$ cat src/rtl/mul_pipe_param.sv
// Pipelined RV32M/RV64M multiplier (MUL/MULH/MULHSU/MULHU) with per-slot valid/ready,
// bubble-collapsing advance chain and a synchronous flush.

module mul_pipe_slot #(
    parameter int XLEN  = 32,
    parameter int TAG_W = 5
) (
    input  logic             clk,
    input  logic             rst,
    input  logic             flush,
    input  logic             adv,
    input  logic             prev_valid,
    input  logic [XLEN-1:0]  prev_result,
    input  logic [TAG_W-1:0] prev_tag,
    output logic             valid,
    output logic [XLEN-1:0]  result,
    output logic [TAG_W-1:0] tag
);
    always_ff @(posedge clk or negedge rst) begin
        if (!rst) begin
            valid  <= 1'b0;
            result <= '0;
            tag    <= '0;
        end else begin
            if (flush)    valid <= 1'b0;
            else if (adv) valid <= prev_valid;
            // Data only moves with a real op so a stalled output stays stable.
            if (adv && prev_valid) begin
                result <= prev_result;
                tag    <= prev_tag;
            end
        end
    end
endmodule

module mul_pipe_param #(
    parameter int XLEN   = 32,
    parameter int STAGES = 3,
    parameter int TAG_W  = 5
) (
    input  logic             clk,
    input  logic             rst,
    input  logic             flush,
    input  logic             in_valid,
    output logic             in_ready,
    input  logic [1:0]       in_op,
    input  logic [XLEN-1:0]  in_a,
    input  logic [XLEN-1:0]  in_b,
    input  logic [TAG_W-1:0] in_tag,
    output logic             out_valid,
    input  logic             out_ready,
    output logic [XLEN-1:0]  out_result,
    output logic [TAG_W-1:0] out_tag,
    output logic             busy
);
    localparam logic [1:0] OP_MUL    = 2'b00;
    localparam logic [1:0] OP_MULH   = 2'b01;
    localparam logic [1:0] OP_MULHSU = 2'b10;

    // Index 0 is the input side; index i+1 is slot i.
    logic [STAGES:0]             vld_pipe;
    logic [STAGES:0][XLEN-1:0]   res_pipe;
    logic [STAGES:0][TAG_W-1:0]  tag_pipe;
    logic [STAGES-1:0]           adv;

    logic              sgn_a, sgn_b;
    logic [2*XLEN-1:0] a_w, b_w, prod;

    // Extending to 2*XLEN and multiplying mod 2^(2*XLEN) yields the same low 2*XLEN bits
    // as the (XLEN+1)-bit signed product.
    assign sgn_a = (in_op == OP_MULH) || (in_op == OP_MULHSU);
    assign sgn_b = (in_op == OP_MULH);
    assign a_w   = {{XLEN{sgn_a & in_a[XLEN-1]}}, in_a};
    assign b_w   = {{XLEN{sgn_b & in_b[XLEN-1]}}, in_b};
    assign prod  = a_w * b_w;

    assign vld_pipe[0] = in_valid;
    assign res_pipe[0] = (in_op == OP_MUL) ? prod[XLEN-1:0] : prod[2*XLEN-1:XLEN];
    assign tag_pipe[0] = in_tag;

    genvar i;
    generate
        for (i = 0; i < STAGES; i++) begin : g_slot
            // Slot i may advance if the output drains or any slot from i onward is empty.
            assign adv[i] = out_ready || !(&vld_pipe[STAGES:i+1]);

            mul_pipe_slot #(.XLEN(XLEN), .TAG_W(TAG_W)) u_slot (
                .clk         (clk),
                .rst         (rst),
                .flush       (flush),
                .adv         (adv[i]),
                .prev_valid  (vld_pipe[i]),
                .prev_result (res_pipe[i]),
                .prev_tag    (tag_pipe[i]),
                .valid       (vld_pipe[i+1]),
                .result      (res_pipe[i+1]),
                .tag         (tag_pipe[i+1])
            );
        end
    endgenerate

    assign in_ready   = adv[0];
    assign out_valid  = vld_pipe[STAGES];
    assign out_result = res_pipe[STAGES];
    assign out_tag    = tag_pipe[STAGES];
    assign busy       = |vld_pipe[STAGES:1];
endmodule

$ cat config.mk
export PLATFORM = sky130hd
export DESIGN_NAME = mul_pipe_param
export DESIGN_NICKNAME = d
export VERILOG_FILES = /design/src/rtl/mul_pipe_param.sv
export SDC_FILE = /design/constraint.sdc
export NUM_CORES = 2
export LEC_CHECK = 0
export ABC_AREA = 1
export BUFFER_PORTS_ARGS = -buffer_cell sky130_fd_sc_hd__buf_4
export CAP_MARGIN = 20
export CORE_MARGIN = 8
export CORE_UTILIZATION = 48
export DETAILED_ROUTE_END_ITERATION = 16
export PLACE_DENSITY = 0.62
export SETUP_SLACK_MARGIN = 0.2
export SKIP_CTS_REPAIR_TIMING = 1
export SYNTH_ARGS = -nofsm -noshare
export SYNTH_HDL_FRONTEND = slang
export SYNTH_HIERARCHICAL = 1
export SYNTH_SLANG_ARGS = --single-unit
export TNS_END_PERCENT = 20
$ cat constraint.sdc
create_clock -name clk -period 2.3 [get_ports clk]
set_input_delay 0.23 -clock clk [delete_from_list [all_inputs] [get_ports clk]]
set_output_delay 0.23 -clock clk [all_outputs]
set_load 0.02 [all_outputs]
==> qor.yml <==
setup_path:
  crit_path_max_fanout: 5
  r2r_slack_ns: 0.55
  reg2regPathDepth: 4
  worst-setup-path-type: "input port to flip-flop"
  cp_data_required_time_ns: 2.59
  worst_setup_path_end_kind: "flip-flop"
  max_stage_delay_ns: 0.64
  slowest_stage: "fa_2"
  timing.rr.end: "g_slot[2].u_slot/result[31]"
  cpMostUsedCell: "fa_1"
  r2r-start: "g_slot[1].u_slot/valid"
  worstPathArrival_ns: 7.46
  cp-start-kind: "input port"
grt:
  grt_pass1_wl_um: 219000
  antenna_found_initial: 2
  grt.total_usage_pct: 26.7
  overflow: 0
  grt_max_degree: 54
  grt_pass1_vias: 40327
timing:
  tightest_slew_ns: 0.753
  maxSlewViolCount: 0
  fin_crit_sh_pct: 312
  rsz0062_at_grt: "true"
  worst_clock_skew_ns: 0.00792
  report.final.setup_viol: 32
  period_minus_slack_ns: 7.17
  setup_ws_ns: -4.87
  hold_violations: 0
  hold-worst-slack_ns: 0.0726
  fmax_mhz: 140
  slew_headroom_pct: 49.6
clocking:
  cts_tree: "built"
  cts_buffer_depth: 2
  cts_max_level: 4
  clock_latency_ns: 0.41
  cts_root_buffer: "clkbuf_16"
  cts_made_buffers: 17
  cts.sinks: 114
  clk_pin_slew_worst_paths_ns: 0.06
detailed_routing:
  wl_per_cell_um: 18.1
  via_count: 37155
  wl_um: 135000
  drc: 0
  drtPass1Iterations: 6
  ant_nets: 0
  vias_per_cell: 4.98
  initialDrtViolationCount: 2278
synthesis:
  ys_types: 39
  yosys_warnings: 6
  synth-seq-cells: 114
  synth_seq_area_share_pct: 6.28
  syn_inst: 5794
  syn_avg_cell_area_um2: 7.84
  mappedNetlistArea_um2: 45400
  synth_fp_nets: 7209
floorplan:
  die_x_um: 324
  boundaryPins: 116
  initial_core_util_pct: 48.1
  dieArea_um2: 105000
  fp.dieH_um: 324
  core.rowCount: 113
  core_area_um2: 94300
worst_hold_path:
  hold_path_startpoint: "in_tag[2]"
  min_to: "g_slot[0].u_slot/tag[2]"
  hold_class: "input port to flip-flop"
  min_path_cells: 3
finish:
  fin_util_pct: 56.2
  drive_gt1_share_pct: 15.8
  nNetsFinal: 7601
  syn_to_final_growth_pct: 16.8
  fillers: 8866
  final_area_um2: 53000
  stdcell_count: 7466
placed_design:
  gp_congestion: 0.974
  dpl_cell_area_um2: 51500
  numPortBuffers: 115
  place_inst: 7417
  dpl.hpwl_um: 120000
run_status:
  status: "complete, but fails checks"
  violations: "negative setup slack"
flow_run:
  cap_violations: 0
worst max-delay path by stage:
stage / slack, ns / depth (start not counted) / startpoint / to
6_report: -4.87 / 34 / in_op[0] / g_slot[0].u_slot/result[22]
5_1_grt: -5.06 / 36 / in_op[0] / g_slot[0].u_slot/result[22]
4_1_cts: -4.95 / 37 / in_op[0] / g_slot[0].u_slot/result[22]
3_5_place_dp: -5.38 / 37 / in_op[0] / g_slot[0].u_slot/result[22]
3_3_place_gp: -5.29 / 37 / in_op[0] / g_slot[0].u_slot/result[22]
2_1_floorplan: -4.75 / 35 / in_op[0] / g_slot[0].u_slot/result[22]
Yosys cell counts, drive strengths merged:
| library cell | number | area, um2 |
|---|---|---|
| nand2 | 1752 | 6630 |
| inv | 1683 | 6320 |
| fa | 1125 | 22500 |
| clkbuf | 265 | 995 |
| ha | 214 | 2680 |
| nand3 | 206 | 1070 |
| nor2 | 171 | 739 |
| dfrtp | 114 | 2850 |
| a21oi | 83 | 453 |
| o21ai | 63 | 319 |
| buf | 36 | 226 |
| nand4 | 19 | 119 |
| o21bai | 15 | 113 |
| xor2 | 11 | 96.3 |
| or2 | 8 | 50.1 |
| nand3b | 6 | 45.0 |
| nor3 | 6 | 50.1 |
| xnor2 | 4 | 35.0 |
| nor4 | 3 | 31.3 |
| a21boi | 2 | 15.0 |
| and3 | 2 | 12.5 |
| clkinv | 2 | 7.51 |
| a21o | 1 | 7.51 |
| a31oi | 1 | 6.26 |
| o31ai | 1 | 7.51 |
| or3 | 1 | 6.26 |
kinds of logic (layout without fill, tap and decap cells):
logic type / after synthesis / in the layout / share of synthesized area [%]
and+or+nand+nor: 2174 / 2174 / 19.3
adders and majority gates: 1339 / 1339 / 55.5
other: 0 / 2 / 0
AOI/OAI and AO/OA: 166 / 166 / 2.03
xor gates and xnor gates: 15 / 15 / 0.289
buffers and inverters: 1986 / 2391 / 16.6
DFF: 114 / 114 / 6.28
worst max-delay path, delay by kind of cell:
kind / cells / cell delay [ns]
buffers and inverters: 10 / 0.88
AND/OR/NAND/NOR: 14 / 1.42
adder cells (fa/ha/maj): 10 / 4.92
per-stage QoR:
stage / TNS [ns] / setup slack [ns]
2_1_floorplan: -143.22 / -4.75
3_3_place_gp: -162.90 / -5.29
3_5_place_dp: -165.68 / -5.38
4_1_cts: -152.13 / -4.95
5_1_grt: -155.41 / -5.06
6_report: -147.44 / -4.87
flip-flops by register name, summed over array words and instances, names as in the netlist:
name / flops
g_slot.u_slot/result: 96
g_slot.u_slot/valid: 3
g_slot.u_slot/tag: 15
per-layer routing:
| layer | track usage (%) | up-vias | share of wire, % |
|---|---|---|---|
| met1 | 35.2 | 18857 | 42 |
| met3 | 2.90 | 248 | 5.8 |
| met4 | 8.27 | 0 | 3.6 |
| met2 | 46.3 | 1132 | 49 |
| li1 | - | 16918 | - |
| met5 | 0 | - | 0 |
layout by cell type, fill, tap and decap left out, types with 17 or more instances in the layout:
master and instances:
nand2_2 44, nand2_1 1696, nand4_1 19, buf_12 47, dfrtp_1 114, o21ai_0 33
inv_2 41, inv_1 1636, clkbuf_16 17, a21oi_2 31, ha_4 21, fa_2 17
nor2_2 35, nor2_1 113, ha_1 189, nor2_4 23, o21ai_1 24, fa_1 1108
buf_4 613, nand3_1 194, a21oi_1 46
area by class of cell:
| cell class | instances | area [um2] | share of cell area (%) |
|---|---|---|---|
| flip-flops and latches | 114 | 2850 | 5.38 |
| well taps | 1265 | 1580 | 2.98 |
| multi-input cells | 3694 | 35900 | 67.6 |
| repair buffers | 674 | 5710 | 10.8 |
| clock buffers | 18 | 429 | 0.809 |
| diodes | 2 | 5.00 | 0.00944 |
| inverters | 1685 | 6350 | 12.0 |
| clock inverters | 14 | 228 | 0.429 |
Power is left out: the tool's default activity adds up to more than one toggle a clock period on the data nets, which glitch-free logic cannot reach.
